`config.mk`:
```
export PLATFORM = sky130hd
export DESIGN_NAME = tfhe_host_rd_dma
export DESIGN_NICKNAME = d
export VERILOG_FILES = /design/src/rtl/tfhe_host_rd_dma.sv
export SDC_FILE = /design/constraint.sdc
export NUM_CORES = 1
export LEC_CHECK = 0
export BUFFER_PORTS_ARGS = -buffer_cell sky130_fd_sc_hd__clkbuf_2
export CORE_AREA = 4 4 172 174
export DETAILED_ROUTE_END_ITERATION = 8
export DIE_AREA = 0 0 176 178
export GPL_TIMING_DRIVEN = 0
export PLACE_DENSITY = 0.56
export SYNTH_ARGS = -nofsm -noshare
export SYNTH_HDL_FRONTEND = slang
export SYNTH_SLANG_ARGS = --single-unit
```
`constraint.sdc`:
```
create_clock -name M_AXI_ACLK -period 9.83 [get_ports M_AXI_ACLK]
set_input_delay 1.966 -clock M_AXI_ACLK [delete_from_list [all_inputs] [get_ports M_AXI_ACLK]]
set_output_delay 1.966 -clock M_AXI_ACLK [all_outputs]
set_load 0.02 [all_outputs]
```
`src/rtl/tfhe_host_rd_dma.sv`:
```
// AXI4 read-burst DMA: fetches a host region on start_pbs and streams the beats
// straight into the PBS input buffer, one burst outstanding at a time.
module tfhe_host_rd_dma #(
    parameter int C_M_AXI_ADDR_WIDTH = 32,
    parameter int C_M_AXI_DATA_WIDTH = 64,
    parameter int C_MAX_BURST_LEN    = 16
) (
    input  logic                          M_AXI_ACLK,
    input  logic                          M_AXI_ARESET,
    input  logic                          start_pbs,
    input  logic [C_M_AXI_ADDR_WIDTH-1:0] host_wr_addr,
    input  logic [31:0]                   host_wr_len,
    output logic                          dma_busy,
    output logic                          dma_done,
    output logic                          dma_err,
    output logic [C_M_AXI_ADDR_WIDTH-1:0] M_AXI_ARADDR,
    output logic [7:0]                    M_AXI_ARLEN,
    output logic [2:0]                    M_AXI_ARSIZE,
    output logic [1:0]                    M_AXI_ARBURST,
    output logic                          M_AXI_ARVALID,
    input  logic                          M_AXI_ARREADY,
    input  logic [C_M_AXI_DATA_WIDTH-1:0] M_AXI_RDATA,
    input  logic [1:0]                    M_AXI_RRESP,
    input  logic                          M_AXI_RLAST,
    input  logic                          M_AXI_RVALID,
    output logic                          M_AXI_RREADY,
    output logic [C_M_AXI_DATA_WIDTH-1:0] m_data,
    output logic                          m_valid,
    output logic                          m_last,
    input  logic                          m_ready
);
    localparam int AW = C_M_AXI_ADDR_WIDTH;
    localparam int BB = C_M_AXI_DATA_WIDTH / 8;
    localparam int SZ = $clog2(BB);

    typedef enum logic [1:0] {IDLE, ADDR, DATA, DONE} state_t;

    state_t        state;
    logic [AW-1:0] addr;
    logic [31:0]   rem;
    logic [31:0]   beats;
    logic [31:0]   burst_n;
    logic [7:0]    arlen;
    logic          arvalid;
    logic [31:0]   page_beats;
    logic [31:0]   n;
    logic          misaligned;
    logic          in_data;
    logic          hs;

    // ARPROT/ARCACHE are not ported; the interconnect sees them tied to zero.
    assign M_AXI_ARSIZE  = 3'(SZ);
    assign M_AXI_ARBURST = 2'b01;
    assign M_AXI_ARADDR  = addr;
    assign M_AXI_ARLEN   = arlen;
    assign M_AXI_ARVALID = arvalid;

    // Unbuffered pass-through: the R channel is stalled directly by m_ready.
    assign in_data      = (state == DATA);
    assign M_AXI_RREADY = in_data && m_ready;
    assign m_valid      = in_data && M_AXI_RVALID;
    assign m_data       = in_data ? M_AXI_RDATA : '0;
    assign m_last       = m_valid && (rem == 32'd1);
    assign hs           = in_data && M_AXI_RVALID && m_ready;

    assign misaligned = (|host_wr_addr[SZ-1:0]) || (|host_wr_len[SZ-1:0]);

    // Burst size is clipped so a burst never crosses a 4 KB page.
    always_comb begin
        page_beats = (32'd4096 - {20'd0, addr[11:0]}) >> SZ;
        n = rem;
        if (n > 32'(C_MAX_BURST_LEN)) n = 32'(C_MAX_BURST_LEN);
        if (n > page_beats) n = page_beats;
    end

    always_ff @(posedge M_AXI_ACLK or posedge M_AXI_ARESET) begin
        if (M_AXI_ARESET) begin
            state    <= IDLE;
            addr     <= '0;
            rem      <= '0;
            beats    <= '0;
            burst_n  <= '0;
            arlen    <= '0;
            arvalid  <= 1'b0;
            dma_busy <= 1'b0;
            dma_done <= 1'b0;
            dma_err  <= 1'b0;
        end else begin
            dma_done <= 1'b0;
            case (state)
                IDLE: begin
                    if (start_pbs) begin
                        addr     <= host_wr_addr;
                        rem      <= host_wr_len >> SZ;
                        dma_busy <= 1'b1;
                        dma_err  <= misaligned;
                        if (misaligned || (host_wr_len >> SZ) == 32'd0) begin
                            state    <= DONE;
                            dma_done <= 1'b1;
                        end else begin
                            state <= ADDR;
                        end
                    end
                end
                ADDR: begin
                    // First cycle computes and registers the burst; then hold until accepted.
                    if (!arvalid) begin
                        arvalid <= 1'b1;
                        arlen   <= 8'(n - 32'd1);
                        burst_n <= n;
                    end else if (M_AXI_ARREADY) begin
                        arvalid <= 1'b0;
                        beats   <= burst_n;
                        state   <= DATA;
                    end
                end
                DATA: begin
                    if (hs) begin
                        rem   <= rem - 32'd1;
                        beats <= beats - 32'd1;
                        if (M_AXI_RRESP != 2'b00 || M_AXI_RLAST != (beats == 32'd1))
                            dma_err <= 1'b1;
                        if (beats == 32'd1) begin
                            addr <= addr + AW'(burst_n << SZ);
                            if (rem == 32'd1) begin
                                state    <= DONE;
                                dma_done <= 1'b1;
                            end else begin
                                state <= ADDR;
                            end
                        end
                    end
                end
                DONE: begin
                    dma_busy <= 1'b0;
                    state    <= IDLE;
                end
                default: state <= IDLE;
            endcase
        end
    end
endmodule

```
==> impl_metrics.yaml <==
detailed_routing:
  vias_per_cell: 5.377
  drc: 0
  ant_nets: 0
  num_vias: 10050
  routed_wl_um: 37270
  wl_per_cell_um: 19.94
  first_pass_iters: 8
  drtIter0Drc: 892
status:
  status: "completed"
clock_network:
  tritoncts: "yes"
  postCtsSetupBuffers: 0
  cts_made_buffers: 17
  cts_resized: 0
  cts.reportedPaths.clkPinSlew_ns: 0.07
  cts_root_buf: "clkbuf_16"
  cts_hold_buf: 0
  cts_buffer_depth: 2
  clk_latency_ns: 0.44
  numClockSinks: 142
  cts-htree-levels: 4
die:
  fp-row-count: 61
  die_area_um2: 31330
  fp.dieW_um: 176
  start_util_pct: 35.11
  ioPinCount: 253
  core_um2: 27780
  chipHeight_um: 178
yosys:
  synth_area_um2: 9753
  syn_inst: 1203
  ys_seq_area_share_pct: 36.43
  syn_avg_cell_area_um2: 8.107
  synthArstFlopShare_pct: 100.0
  synth_flop_cell: "dfrtp_1"
  synth_cell_types: 77
  synth-edff-count: 0
  synth-seq-cells: 142
  ys_warn_count: 0
timing:
  drv_slew: 0
  setup-violations-final: 0
  tightest_slew_ns: 0.9318
  final-hold-violation-count: 0
  tns_ns: 0
  setup_ws_ns: 4.807
  max_freq_mhz: 199.1
  skew_ns: 0.01076
  rsz0062_at_grt: "false"
  layout_min_cycle_time_ns: 5.023
  period_share_pct: 51.10
  slew_headroom_pct: 37.88
power:
  combPwrFrac_pct: 55.1
  p_sw_share_pct: 50.20
  ir_drop_uv: 160.0
  clock_power_share_pct: 17.9
  power.density_nw_per_um2: 322.0
  power.switching_mw: 1.963
  pwr-share-seq_pct: 27.1
  power.total_mw: 3.910
  p_int_mw: 1.947
  p_leak_nw: 5.591
global_routing:
  grt_max_degree: 82
  grt_pass1_wl_um: 56020
  grt_antenna_before_repair: 0
  grtUsageTotal_pct: 23.10
  grt_overflow: 0
  grt_pass1_vias: 9543
place:
  place_congestion: 0.8583
  hpwl_um: 28010
  pre_cts_ws_ns: 4.911
  io_buffers: 247
critical_path:
  critPathMaxStageDelay_ns: 0.62
  path_cells: "or4_4, or3_1, clkbuf_1, nor2_2, nand2_1, nor3_1, nand2b_1, ha_1, nand4_1, o41ai_2, buf_6, mux2i_1, ha_1, nand3_1, a21oi_1, xnor2_1, mux2i_1, o21ai_0"
  cpMaxStageDelayCell: "or4_4"
  cp.arrival_ns: 5.38
  path_delay_family: "simple AND/OR/NAND/NOR gates"
  cp-start-kind: "flop"
  critical_path_class: "flop to flop"
  endpoint_kind: "flop"
  required_ns: 10.19
  worst-path-buf-inv: 2
  cp_max_fo: 10
flow_run:
  drv_cap: 0
cells_and_area:
  antennaDiodeCount: 0
  nets: 1659
  final_common_cell: "clkbuf_2"
  final_cell_mix: "247 x clkbuf_2, 144 x nand2_1, 142 x dfrtp_1, 117 x a21oi_1, 115 x o21ai_0"
  area_growth_pct: 24.50
  drive_gt1_share_pct: 21.33
min_path:
  min_path_type: "flop to flop"
==> logic make-up after synthesis <==
group | Yosys count | share of synthesized area, %
AND/OR/NAND/NOR | 521 | 27.35
AO/OA/AOI/OAI | 354 | 21.66
flip-flops | 142 | 36.43
buffers and inverters | 94 | 4.041
adder cells (fa/ha/maj) | 44 | 5.722
XOR/XNOR | 34 | 3.323
multiplexers | 12 | 1.398
other | 2 | 0.07700
==> cell usage after synthesis (16+ instances only) <==
master | instances | area (um2)
xnor2_1 | 23 | 201.4
a21oi_1 | 117 | 585.6
and2_1 | 91 | 569.3
o21ai_0 | 115 | 575.6
nor2b_1 | 18 | 112.6
nor3_1 | 33 | 165.2
nand3_1 | 34 | 170.2
nand2_1 | 144 | 540.5
a31oi_1 | 16 | 100.1
clkbuf_1 | 57 | 214.0
nor4_1 | 27 | 168.9
inv_1 | 22 | 82.58
nor2_1 | 101 | 379.1
dfrtp_1 | 142 | 3553
ha_1 | 43 | 538.0
==> stage by stage <==
stage / utilization [%] / instances / cell area [um2] / hold slack [ns]
6_report: 43.71 / 1869 / 12140 / 0.4895
3_5_place_dp: 41.48 / 1837 / 11520 / 0.4738
5_1_grt: 43.71 / 1869 / 12140 / 0.5086
2_1_floorplan: - / 1211 / 9783 / 0.4502
4_1_cts: 43.71 / 1869 / 12140 / 0.4933
3_3_place_gp: 41.37 / 1836 / 11490 / 0.4676
==> area by class of cell <==
type | count | area [um2]
sequential | 142 | 3553
multi-input combinational | 975 | 5836
buffer | 72 | 311.5
timing repair buffer | 248 | 1264
clock buffer | 21 | 460.4
tap | 378 | 473.0
fill | 2895 | 15640
inverter | 22 | 87.58
clock inverter | 11 | 157.7
==> worst reg2reg max path, stage by stage, from the launching register on <==
cell and delay (ns):
dfrtp_1 0.47, or4_4 0.62, or3_1 0.32, clkbuf_1 0.18
nor2_2 0.20, nand2_1 0.17, nor3_1 0.30, nand2b_1 0.20
ha_1 0.17, nand4_1 0.15, o41ai_2 0.56, buf_6 0.24
mux2i_1 0.33, ha_1 0.33, nand3_1 0.16, a21oi_1 0.19
xnor2_1 0.14, mux2i_1 0.08, o21ai_0 0.15
==> registers in the layout (all words and copies together) (netlist names), 2 cells and up <==
| register | cells |
|---|---|
| beats | 32 |
| state | 2 |
| rem | 32 |
| M_AXI_ARADDR | 32 |
| M_AXI_ARLEN | 8 |
| burst_n | 32 |
==> power groups by stage <==
stage / Sequential, mW / Clock, mW / Combinational [mW]
2_1_floorplan: 1.08 / 0 / 1.36
3_3_place_gp: 1.06 / 0 / 2.11
3_5_place_dp: 1.06 / 0 / 2.14
4_1_cts: 1.05 / 0.707 / 2.15
5_1_grt: 1.09 / 0.736 / 2.37
6_report: 1.06 / 0.699 / 2.15
==> metal layers <==
metal / up-vias / GRT usage, % / wire length, um
li1: 4850 / - / -
met1: 4811 / 33.92 / 17640
met2: 344 / 35.62 / 17040
met3: 45 / 3.752 / 2040
met4: 0 / 5.815 / 550
met5: - / 0 / 0
==> final timing paths <==
check,to,from,slack [ns],cells past startpoint
setup / recovery,M_AXI_ARLEN[6],M_AXI_ARADDR[3],4.81,18
hold reg to reg,M_AXI_ARLEN[1],M_AXI_ARLEN[1],0.49,2
setup reg to reg,M_AXI_ARLEN[6],M_AXI_ARADDR[3],4.81,18
hold / removal,M_AXI_ARLEN[1],M_AXI_ARLEN[1],0.49,2
min in group asynchronous,M_AXI_ARADDR[30],M_AXI_ARESET,1.61,2
max in group asynchronous,M_AXI_ARLEN[0],M_AXI_ARESET,7.38,3
(Power assumes the default switching activity.)
